**config.mk**
```make
export PLATFORM = sky130hd
export DESIGN_NAME = pattern_tx_1011
export DESIGN_NICKNAME = d
export VERILOG_FILES = /design/src/rtl/pattern_tx_1011.sv
export SDC_FILE = /design/constraint.sdc
export NUM_CORES = 1
export LEC_CHECK = 0
export ABC_AREA = 1
export CAP_MARGIN = 20
export CORE_ASPECT_RATIO = 1.5
export CORE_MARGIN = 2
export CORE_UTILIZATION = 49
export DETAILED_ROUTE_END_ITERATION = 16
export GPL_TIMING_DRIVEN = 0
export HOLD_SLACK_MARGIN = 0.08
export PLACE_DENSITY = 0.74
export SKIP_LAST_GASP = 1
export SLEW_MARGIN = 20
export SYNTH_ARGS = -nofsm -noshare
export SYNTH_HDL_FRONTEND = slang
export SYNTH_SLANG_ARGS = --single-unit
```
**constraint.sdc**
```tcl
create_clock -name clk -period 1.45 [get_ports clk]
set_input_delay 0.29 -clock clk [delete_from_list [all_inputs] [get_ports clk]]
set_output_delay 0.29 -clock clk [all_outputs]
set_load 0.005 [all_outputs]
```
**src/rtl/pattern_tx_1011.sv**
```systemverilog
// pattern_tx_1011: repeats a fixed pattern MSB first N times with zero gaps, valid/ready request, done pulse.
// Define PAT_PROG_EN to take the pattern from the runtime pattern_in port instead of PATTERN.
module pattern_tx_1011 #(
  parameter int PAT_W = 4,
  parameter logic [PAT_W-1:0] PATTERN = 4'b1011,
  parameter int GAP = 2,
  parameter int CNT_W = 8
) (
  input  logic             clk,
  input  logic             rst,
  input  logic             req_valid,
  output logic             req_ready,
  input  logic [CNT_W-1:0] req_count,
`ifdef PAT_PROG_EN
  input  logic [PAT_W-1:0] pattern_in,
`endif
  output logic             out,
  output logic             out_valid,
  output logic             busy,
  output logic             done
);
  localparam int IW = $clog2(PAT_W);
  localparam logic [IW-1:0] IDX_TOP = IW'(PAT_W - 1);
  typedef enum logic [1:0] {S_IDLE, S_SHIFT, S_GAP, S_DONE} state_t;
  state_t state_q, state_d;
  logic [CNT_W-1:0] rem_q, rem_d;
  logic [IW-1:0] idx_q, idx_d;
  logic [3:0] gcnt_q, gcnt_d;
  logic [PAT_W-1:0] pat_q, pat_d, pat_src;
  logic out_q, out_d, out_valid_q, out_valid_d, busy_q, busy_d, done_q, done_d;
`ifdef PAT_PROG_EN
  assign pat_src = pattern_in;
`else
  assign pat_src = PATTERN;
`endif
  assign req_ready = (state_q == S_IDLE) & ~rst;
  always_comb begin
    state_d = state_q;
    rem_d = rem_q;
    idx_d = idx_q;
    gcnt_d = gcnt_q;
    pat_d = pat_q;
    unique case (state_q)
      S_IDLE: if (req_valid && req_ready) begin
        rem_d = req_count;
        pat_d = pat_src;
        idx_d = IDX_TOP;
        state_d = (req_count != '0) ? S_SHIFT : S_DONE;
      end
      S_SHIFT: if (idx_q == '0) begin
        rem_d = rem_q - 1'b1;
        idx_d = IDX_TOP;
        gcnt_d = 4'(GAP);
        state_d = (rem_q == CNT_W'(1)) ? S_DONE : (GAP > 0 ? S_GAP : S_SHIFT);
      end else begin
        idx_d = idx_q - 1'b1;
      end
      S_GAP: begin
        gcnt_d = gcnt_q - 1'b1;
        idx_d = IDX_TOP;
        state_d = (gcnt_q == 4'd1) ? S_SHIFT : S_GAP;
      end
      S_DONE: state_d = S_IDLE;
      default: state_d = S_IDLE;
    endcase
    // outputs are decoded from the next state so they line up with the state register
    out_d = (state_d == S_SHIFT) & pat_d[idx_d];
    out_valid_d = (state_d == S_SHIFT) | (state_d == S_GAP);
    busy_d = state_d != S_IDLE;
    done_d = state_d == S_DONE;
  end
  always_ff @(posedge clk) begin
    if (rst) begin
      state_q <= S_IDLE;
      rem_q <= '0;
      idx_q <= '0;
      gcnt_q <= '0;
      pat_q <= '0;
      out_q <= 1'b0;
      out_valid_q <= 1'b0;
      busy_q <= 1'b0;
      done_q <= 1'b0;
    end else begin
      state_q <= state_d;
      rem_q <= rem_d;
      idx_q <= idx_d;
      gcnt_q <= gcnt_d;
      pat_q <= pat_d;
      out_q <= out_d;
      out_valid_q <= out_valid_d;
      busy_q <= busy_d;
      done_q <= done_d;
    end
  end
  assign out = out_q;
  assign out_valid = out_valid_q;
  assign busy = busy_q;
  assign done = done_q;
endmodule

```
==> results.toml <==
[floorplan]
die_w_um = 46.1
row_count = 22
core_um2 = 2480
ios = 16
die-area_um2 = 3090
die_h_um = 67.1
initial_utilization = 0.525

[synthesis]
synthesis.instances = 190
ys_warn_count = 0
synth_fp_nets = 209
synthArstFlopShare = 0
syn-cell-area_um2 = 1300
yosys_most_used_dff = "dfxtp_1"
syn_area_per_cell_um2 = 6.84
synth_edf_count = 0
synthTopCellsByArea = "dfxtp_1, nand2_1, ha_1"
ys_seq_elements = 24
synth_area_leader_cell = "dfxtp_1"
synth_top_area_frac = 0.370
seq_area_frac_synth = 0.370
synth_cell_types = 24

[sta]
hold_violations = 0
setup_ws_ps = 5.86
rsz0062_at_grt = "yes"
max_clock_freq_mhz = 692
relSlewSlack = 0.855
setup_viol = 0
slew_viol_final = 0
post-route-period-util = 0.996
worst_pin_slew_ps = 217
whs_ps = 296
fin_crit_ps = 1440
final.setup.tns_ps = 0
skew_ps = 14.9

[detailed_routing]
initialDrtViolationCount = 39
wl_per_cell_um = 13.9
drtAntennaViolNets = 0
drc = 0
vias = 1362
viasPerCell = 5.58
totalWireLength_um = 3400
firstDrtPassIters = 4

[setup_path]
r2r_cells = 8
crit_cells = 1
cp-end-kind = "output port"
crit_path_max_fanout = 1
critPathKind = "reg -> out"
crit_chain = "clkdlybuf4s50_1"
arrival_ps = 1150
start_kind = "flip-flop"
required_ps = 1160
cp_slowest_cell = "clkdlybuf4s50_1"
cp_slowest_stage_delay_ps = 490
critPathBufInv = 1
cp_top_family = "buffers and inverters"

[placement]
post-place-cells = 229
routabilityCongestion = 0.914
place_ws_ps = -665
portBuffers = 15
dp_hpwl_um = 2360
place_area_um2 = 1480

[final_layout]
fillers = 195
nNetsFinal = 241
syn_to_final_growth_pct = 32.1
fin_util = 0.693
final-instance-count-excl-fill = 244
final_area_um2 = 1720
n_antenna_cell = 0
drive_above_1_share = 0.232

[global_routing]
grt_pass1_vias = 1341
grt_antenna_before_repair = 0
met2_usage = 0.451
use_met3 = 0.0271
grt-busiest-layer = "met2"
grt_pass1_wl_um = 5580
grt_max_degree = 13
use_met1 = 0.253
grt_overflow = 0
track_usage = 0.243

[power]
p_leak_nw = 0.852
power_mw = 1.67
p_per_area_nw_per_um2 = 972
peakVddDrop_uv = 802

[clock_network]
cts_tree = "done"
htree_levels = 1
hold_buffers = 0
clockBufferDepth = 2
clkTransAtPathRegs_ps = 130
cts-root-buf = "clkbuf_4"
clk-insertion-delay-late_ps = 320
numCtsBuffers = 3
cts_num_sinks = 24

[job]
maxCapViolCount = 0

[run_status]
status = "finished, final reports clean"

[hold_path]
holdCritPathClass = "in -> reg"
holdPathStages = 3
## routing by layer
| layer | routed length [um] | vias to the layer above |
|---|---|---|
| li1 | - | 693 |
| met1 | 1320 | 624 |
| met2 | 1850 | 35 |
| met3 | 114 | 10 |
| met4 | 113 | 0 |
| met5 | 0 | - |
## path summary, 6_finish.rpt
check | start | end | slack [ps]
min | req_count[3] | rem_q[3]$_SDFFE_PP0P_ | 300
max | busy$_SDFF_PP0_ | busy | 6
min reg2reg | pat_q[3]$_SDFF_PP0_ | pat_q[3]$_SDFF_PP0_ | 460
max reg2reg | state_q[0]$_SDFF_PP0_ | out_valid$_SDFF_PP0_ | 40
## cell usage in the layout, fill, tap and decap left out, types with 5 or more instances in the layout
| cell type | instances |
|---|---|
| nand2_1 | 30 |
| dlymetal6s2s_1 | 8 |
| o21ai_0 | 16 |
| clkdlybuf4s50_1 | 5 |
| nor2_1 | 20 |
| ha_1 | 5 |
| nand4_1 | 5 |
| a21oi_1 | 17 |
| dfxtp_1 | 16 |
| buf_4 | 13 |
| dfxtp_2 | 6 |
| nand3_1 | 10 |
| inv_1 | 21 |
## synth_stat cells (2+ instances only)
master,instances
nand3_1,12
o21ai_1,3
o21a_1,2
inv_2,3
ha_1,8
buf_2,2
a21oi_1,18
o21ai_0,17
dfxtp_1,24
nand2_1,34
inv_1,24
nand4_1,5
nor3_1,2
a31oi_1,3
nor2_1,24
## cell type report
class                   count  area [um^2]  share of cell area
multi-input cells         135          771               0.449
flip-flops and latches     24          495               0.289
repair buffers             28          262               0.152
inverters                  27          106              0.0620
plain buffers               3         30.0              0.0175
well taps                  24         30.0              0.0175
clock buffers               3         22.5              0.0131
## where the power goes
| group | internal [mW] | switching, mW |
|---|---|---|
| registers | 0.731 | 0.0568 |
| clock network | 0.0974 | 0.198 |
| logic | 0.254 | 0.331 |
## sequential cells by signal (all words and copies together) (netlist names)
signal,count
done,1
gcnt_q,4
busy,1
pat_q,4
out_valid,1
rem_q,8
state_q,2
out,1
idx_q,2
## kinds of logic (layout without fill, tap and decap cells)
family                   Yosys count  after routing  share of synthesized area
AND/OR/NAND/NOR                   81             81                      0.269
AO/OA/AOI/OAI                     45             45                      0.184
buffers and inverters             31             61                     0.0943
flip-flops                        24             24                      0.370
adder cells (fa/ha/maj)            8              8                     0.0770
XOR/XNOR                           1              1                    0.00674
## repair_timing
item,4_1_cts,5_1_grt
buffers inserted,3,10
endpoints found under the setup margin,13,17
resized for setup,19,32
pin swaps,0,13
No activity file was read; power rests on OpenSTA's default activity.
